**config.mk**
```make
export PLATFORM = sky130hd
export DESIGN_NAME = morse_msg_sequencer
export DESIGN_NICKNAME = d
export VERILOG_FILES = /design/src/rtl/morse_msg_sequencer.sv
export SDC_FILE = /design/constraint.sdc
export NUM_CORES = 2
export LEC_CHECK = 0
export CAP_MARGIN = 20
export CORE_UTILIZATION = 40
export CTS_CLUSTER_DIAMETER = 40
export DETAILED_ROUTE_END_ITERATION = 8
export SYNTH_ARGS = -nofsm -noshare
export SYNTH_HDL_FRONTEND = slang
export SYNTH_SLANG_ARGS = --single-unit
```
**constraint.sdc**
```tcl
create_clock -name i_Clk -period 4.3 [get_ports i_Clk]
set_clock_uncertainty 0.1 [all_clocks]
set_input_delay 1.075 -clock i_Clk [delete_from_list [all_inputs] [get_ports i_Clk]]
set_output_delay 1.075 -clock i_Clk [all_outputs]
set_load 0.01 [all_outputs]
```
**src/rtl/morse_msg_sequencer.sv**
```systemverilog
`default_nettype none
// ============================================================================
// Module      : morse_msg_sequencer
// Description : Buffers UART bytes in a circular FIFO, commits a message on
//               CR, and plays committed characters to a Morse generator over
//               a start/done handshake with letter/word gaps in programmable
//               units. Supports backspace editing, overflow detection and
//               receive during playback.
//               Optional macro MORSE_ABORT_EN adds the i_Abort input.
// Revision    : 1.0 - initial release
// ============================================================================
module morse_msg_sequencer #(
  parameter int DEPTH            = 256,
  parameter int UNIT_W           = 32,
  parameter int LETTER_GAP_UNITS = 2,
  parameter int WORD_GAP_UNITS   = 7
) (
  input  logic                   i_Clk,
  input  logic                   i_Rst,
  input  logic [UNIT_W-1:0]      i_Unit_Cycles,
  input  logic                   i_RX_DV,
  input  logic [7:0]             i_RX_Byte,
  output logic                   o_Echo_DV,
  output logic [7:0]             o_Echo_Byte,
  output logic                   o_Char_Start,
  output logic [7:0]             o_Char,
  input  logic                   i_Char_Done,
  output logic                   o_Busy,
  output logic                   o_Overflow,
`ifdef MORSE_ABORT_EN
  input  logic                   i_Abort,
`endif
  output logic [$clog2(DEPTH):0] o_Count
);

  localparam int AW = $clog2(DEPTH);
  localparam int PW = AW + 1;
  localparam logic [7:0] CHAR_CR    = 8'h0D;
  localparam logic [7:0] CHAR_BS    = 8'h08;
  localparam logic [7:0] CHAR_DEL   = 8'h7F;
  localparam logic [7:0] CHAR_SPACE = 8'h20;

  typedef enum logic [2:0] {
    S_IDLE  = 3'd0,
    S_FETCH = 3'd1,
    S_START = 3'd2,
    S_WAIT  = 3'd3,
    S_GAP   = 3'd4
  } state_t;

  state_t            state, state_nxt;
  logic [PW-1:0]     wr_ptr, cm_ptr, rd_ptr;
  logic [PW-1:0]     count;
  logic [7:0]        mem [DEPTH];
  logic [7:0]        rd_byte;
  logic              full, is_cr, is_bs, is_data, abort;
  logic              char_start, load_char, gap_load, advance;
  logic [7:0]        gap_len_nxt, gap_len, gap_cnt;
  logic [UNIT_W-1:0] unit_len, unit_cnt;

`ifdef MORSE_ABORT_EN
  assign abort = i_Abort;
`else
  assign abort = 1'b0;
`endif

  // Pointers wrap modulo 2*DEPTH so a full buffer is distinguishable from empty.
  assign count   = wr_ptr - rd_ptr;
  assign full    = (count == PW'(DEPTH));
  assign rd_byte = mem[rd_ptr[AW-1:0]];
  assign is_cr   = (i_RX_Byte == CHAR_CR);
  assign is_bs   = (i_RX_Byte == CHAR_BS) || (i_RX_Byte == CHAR_DEL);
  assign is_data = !is_cr && !is_bs;

  // Receive path: write/commit/backspace pointer updates, echo and overflow flag.
  always_ff @(posedge i_Clk) begin
    if (i_Rst) begin
      wr_ptr      <= '0;
      cm_ptr      <= '0;
      o_Echo_DV   <= 1'b0;
      o_Echo_Byte <= 8'h00;
      o_Overflow  <= 1'b0;
    end else begin
      o_Echo_DV <= 1'b0;
      if (abort) begin
        cm_ptr <= wr_ptr;
      end else if (i_RX_DV) begin
        if (is_cr) begin
          cm_ptr      <= wr_ptr;
          o_Echo_DV   <= 1'b1;
          o_Echo_Byte <= CHAR_CR;
        end else if (is_bs) begin
          // Only uncommitted characters may be erased.
          if (wr_ptr != cm_ptr) begin
            wr_ptr      <= wr_ptr - PW'(1);
            o_Echo_DV   <= 1'b1;
            o_Echo_Byte <= CHAR_BS;
          end
        end else if (!full) begin
          wr_ptr      <= wr_ptr + PW'(1);
          o_Echo_DV   <= 1'b1;
          o_Echo_Byte <= i_RX_Byte;
        end else begin
          o_Overflow <= 1'b1;
        end
      end
    end
  end

  // Character storage; contents need no reset since pointers define validity.
  always_ff @(posedge i_Clk) begin
    if (!i_Rst && !abort && i_RX_DV && is_data && !full) begin
      mem[wr_ptr[AW-1:0]] <= i_RX_Byte;
    end
  end

  // Playback state register.
  always_ff @(posedge i_Clk) begin
    if (i_Rst) state <= S_IDLE;
    else       state <= state_nxt;
  end

  // Playback next-state and control strobes.
  always_comb begin
    state_nxt   = state;
    char_start  = 1'b0;
    load_char   = 1'b0;
    gap_load    = 1'b0;
    gap_len_nxt = 8'(LETTER_GAP_UNITS);
    advance     = 1'b0;
    case (state)
      S_IDLE: begin
        if (rd_ptr != cm_ptr) state_nxt = S_FETCH;
      end
      S_FETCH: begin
        load_char = 1'b1;
        if (rd_byte == CHAR_SPACE) begin
          gap_load    = 1'b1;
          gap_len_nxt = 8'(WORD_GAP_UNITS);
          state_nxt   = S_GAP;
        end else begin
          state_nxt = S_START;
        end
      end
      S_START: begin
        char_start = 1'b1;
        state_nxt  = S_WAIT;
      end
      S_WAIT: begin
        if (i_Char_Done) begin
          gap_load  = 1'b1;
          state_nxt = S_GAP;
        end
      end
      S_GAP: begin
        if ((unit_cnt == unit_len) && (gap_cnt >= gap_len)) begin
          advance   = 1'b1;
          state_nxt = S_IDLE;
        end
      end
      default: state_nxt = S_IDLE;
    endcase
    if (abort) begin
      state_nxt  = S_IDLE;
      char_start = 1'b0;
      load_char  = 1'b0;
      gap_load   = 1'b0;
      advance    = 1'b0;
    end
  end

  // Playback datapath: read pointer, latched character and gap timing counters.
  always_ff @(posedge i_Clk) begin
    if (i_Rst) begin
      rd_ptr   <= '0;
      o_Char   <= 8'h00;
      gap_len  <= 8'h00;
      gap_cnt  <= 8'h00;
      unit_len <= UNIT_W'(1);
      unit_cnt <= '0;
    end else begin
      if (abort)        rd_ptr <= wr_ptr;
      else if (advance) rd_ptr <= rd_ptr + PW'(1);
      if (load_char) o_Char <= rd_byte;
      if (gap_load) begin
        // Unit length is sampled once at gap entry; zero means one cycle.
        gap_len  <= gap_len_nxt;
        gap_cnt  <= 8'd1;
        unit_cnt <= UNIT_W'(1);
        unit_len <= (i_Unit_Cycles == '0) ? UNIT_W'(1) : i_Unit_Cycles;
      end else if (state == S_GAP && !advance && !abort) begin
        if (unit_cnt == unit_len) begin
          unit_cnt <= UNIT_W'(1);
          gap_cnt  <= gap_cnt + 8'd1;
        end else begin
          unit_cnt <= unit_cnt + UNIT_W'(1);
        end
      end
    end
  end

  assign o_Char_Start = char_start;
  assign o_Busy       = (state != S_IDLE);
  assign o_Count      = count;

endmodule
`default_nettype wire

```
==> impl_results.md <==
* Mux cell area share after synthesis at 14.5%
* Outcome: complete, but fails checks
* Yosys reg bits at around 2200
* Area grow syn2layout at 22.5%
* Total GRT Usage at 21.9%
* Max capacitance violation total at 0
* CORE AREA at 0.215 mm2
* Syn nets at between 4000 and 5000
* RSZ-0062 raised after global routing: yes
* Min Tclk post-route at 4.38 ns
* Setup CP Type: reg2reg
* Setup slack after layout at -0.0847 ns
* Finished Core Util at 49.4%
* CP Capture Type: flop
* Peak supply drop at 0.443 mV
* Post-Synth Simple-Gate Area at 5.00%
* Total CTS buffers at 309
* Antenna violations before repair at 4
* Ys async rst share at 0%
* Clk_lat worst skew at 0.96 ns
* Wire length per cell at 28.9 um
* Maximum buffer depth of the clock tree at 4
* WL final at between 200000 and 250000 um
* Worst Path Max Fanout at 15
* Final setup fails at 69
* Post-Synth XOR/XNOR Area at 0.979%
* EDFF count, synth at between 2000 and 2500
* Grt total ovfl at 0
* FILL cells at 17305
* Fraction of layout cells with a size suffix above 1 at a little under a third
* Synth Area in Compound Gates at under 10%
* Cell area after layout at 0.106 mm2
* Clock sink count at 2178
* Die X at 468 um
* Die H at between 400 and 500 um
* Hold Crit Class: in2reg
* First-pass GRT wire length at around 340000 um
* Ratio of final minimum period to clock period at 102%
* Row cnt at between 150 and 200
* Top cells by area, synth: edfxtp_1 71%, mux4_2 11%, dfxtp_1 3.0%
* Synthesis Warnings at 0
* Syn Inst Count at 4619
* Number of remaining DRC errors at 0
* Largest net degree at the start of global routing at 213
* Main synth FF type: edfxtp_1
* Synthesized-area fraction occupied by adder cells at less than 1%
* Final Hold Fails at 0
* Top-area cell type share of the netlist area at 70.9%
* Leading area contributor after synthesis: edfxtp_1
* DP Area at 0.0939 mm2
* Max-slew violation count at 0
* Synthesized area per cell at 18.8 um2
* Die area at 0.219 mm2
* CTS root buffer: clkbuf_16
* Static Leakage at around 0.033 uW
* Clock-pin slew on the worst setup and hold paths at 0.06 ns
* Register area share after synthesis at approximately three quarters
* Flop-to-flop setup slack at -0.08 ns
* Failing checks: setup timing
* Hold buffers post-CTS at 0
* Fin cells at a little over 8000
* Routability cong. at 0.860
* Drt first pass iters at 6
* Initial DRC Count at 5514
* Dominant combinational cell family by area after synthesis: multiplexers
* Htree depth at 5
* Final net count at 5317
* Arrival time worst endpoint at 5.03 ns
* Startpoint Class: flop
* CP required at 4.95 ns
* Worst Max-Slew Pin Slew at 1.23 ns
* Antenna Nets Post-Route at 0
* PwrDens at about 470 mW/mm2
* Slew Limit Headroom at around 18%
* CTS tree: built
* Port Buffers at 72
* # IOs at 73
* Number of global-route vias before repair at 47703
* Vias per inst at about 5.7
* Worst hold margin at 0.315 ns
* Synth cell types at 77
* Post-DP HPWL at between 150000 and 200000 um
* Synthesized area at slightly below 0.09 mm2
* Max Fclk at 0.228 GHz
* DR vias at 47714
* Initial Utilization at 40.3%
* Placed instance count at a little under 8000
cell usage in the layout, fill, tap and decap left out, drive strengths merged, types with 8 or more instances in the layout:
master,instances
edfxtp,2048
buf,508
mux4,440
nor2,372
clkbuf,348
mux2i,203
dfxtp,130
o21ai,105
inv,97
nand2,85
nor4,81
nor2b,76
clkinv,76
a22oi,71
nand3,66
nand2b,64
xor2,61
a21oi,61
clkdlybuf4s50,59
o22ai,59
mux2,56
xnor2,36
bufinv,36
clkinvlp,32
nor3,30
a211oi,25
nand4,23
ha,21
o221ai,20
a2111oi,20
nand3b,13
a31oi,12
and3,11
or2,11
nor3b,10
and2,9
o211ai,8
or3,8
worst paths after layout:
| kind | startpoint | to | depth (start not counted) |
|---|---|---|---|
| hold reg to reg | o_Overflow | o_Overflow | 2 |
| setup / recovery | flop | unit_cnt[22] | 14 |
| setup reg to reg | flop | unit_cnt[22] | 14 |
| hold / removal | i_RX_Byte[6] | mem[144][6] | 1 |
synth_stat cells (all sizes together) (12+ instances only):
cell and instances:
nand3 66, nor4 81, a22oi 71, clkbuf 118, ha 21, nand4 23
nor3 30, edfxtp 2048, o21ai 105, buf 150, mux2i 203, nand2b 64
a31oi 12, nand3b 13, a21oi 61, a211oi 25, inv 39, mux4 440
nor2b 76, dfxtp 130, a2111oi 20, xor2 61, nand2 85, o221ai 20
mux2 56, o22ai 59, xnor2 36, nor2 372
kinds of logic (layout without fill, tap and decap cells):
kind of cell / count (synthesis) / count (layout)
flip-flops: 2178 / 2178
AND/OR/NAND/NOR: 878 / 878
multiplexers: 699 / 699
AO/OA/AOI/OAI: 437 / 437
buffers and inverters: 307 / 1164
XOR/XNOR: 97 / 97
adder cells (fa/ha/maj): 23 / 23
other: 0 / 2
per-stage QoR:
stage               setup WS [ns]  total power (uW)  setup TNS [ns]
floorplan                 0.00724             23900               0
global placement           -0.514             24600         -213.43
detailed placement         -0.548             24600         -233.13
CTS                       -0.0779             49700          -0.114
global route               -0.156             50600           -8.32
finish                    -0.0847             49500           -2.84
state kept, by name, summed over array words and instances, names as in the netlist, named ones only:
signal,flops
gap_cnt,8
unit_cnt,32
mem,2048
gap_len,2
rd_ptr,9
state,3
o_Char,8
o_Echo_Byte,8
cm_ptr,9
wr_ptr,9
o_Overflow,1
unit_len,32
o_Echo_DV,1
power breakdown:
group / internal [uW] / total [uW] / switching (uW)
sequential: 23200 / 23200 / 19.5
clock: 15700 / 25300 / 9640
combinational: 264 / 973 / 709
total: 39100 / 49500 / 10400
layout make-up:
type                       instances  area [um2]  share of cell area, %
sequential                      2178       64100                   60.4
inverter                          39         149                  0.140
timing repair buffer             588        6070                   5.72
clock buffer                     335        7920                   7.45
antenna                            2        5.00                0.00471
clock inverter                   202        2330                   2.19
tap                             2838        3550                   3.34
multi-input combinational       2134       22100                   20.8
critical path, stage by stage, from the launching register on:
cell and delay, ns:
dfxtp_4 0.46, buf_12 0.15, buf_12 0.18, mux4_2 0.55, mux4_2 0.55, a2111oi_1 0.41
nand2_1 0.26, and4_4 0.23, or3_4 0.40, nor4_4 0.17, buf_6 0.18, or2_4 0.17
buf_6 0.13, clkbuf_16 0.18, nor4_1 0.05
per-layer routing:
| metal | track usage, % | share of wire (%) |
|---|---|---|
| met1 | 31.0 | 42 |
| met2 | 34.0 | 47 |
| met3 | 4.66 | 8.7 |
| met4 | 6.67 | 3.0 |
| met5 | 0 | 0 |
timing repair:
item / in CTS / in global routing
cloned: 7 / 7
buffers inserted: 40 / 10
gates resized for setup: 150 / 169
endpoints found under the setup margin: 336 / 88
pin swaps: 26 / 77
(Power assumes the default switching activity.)
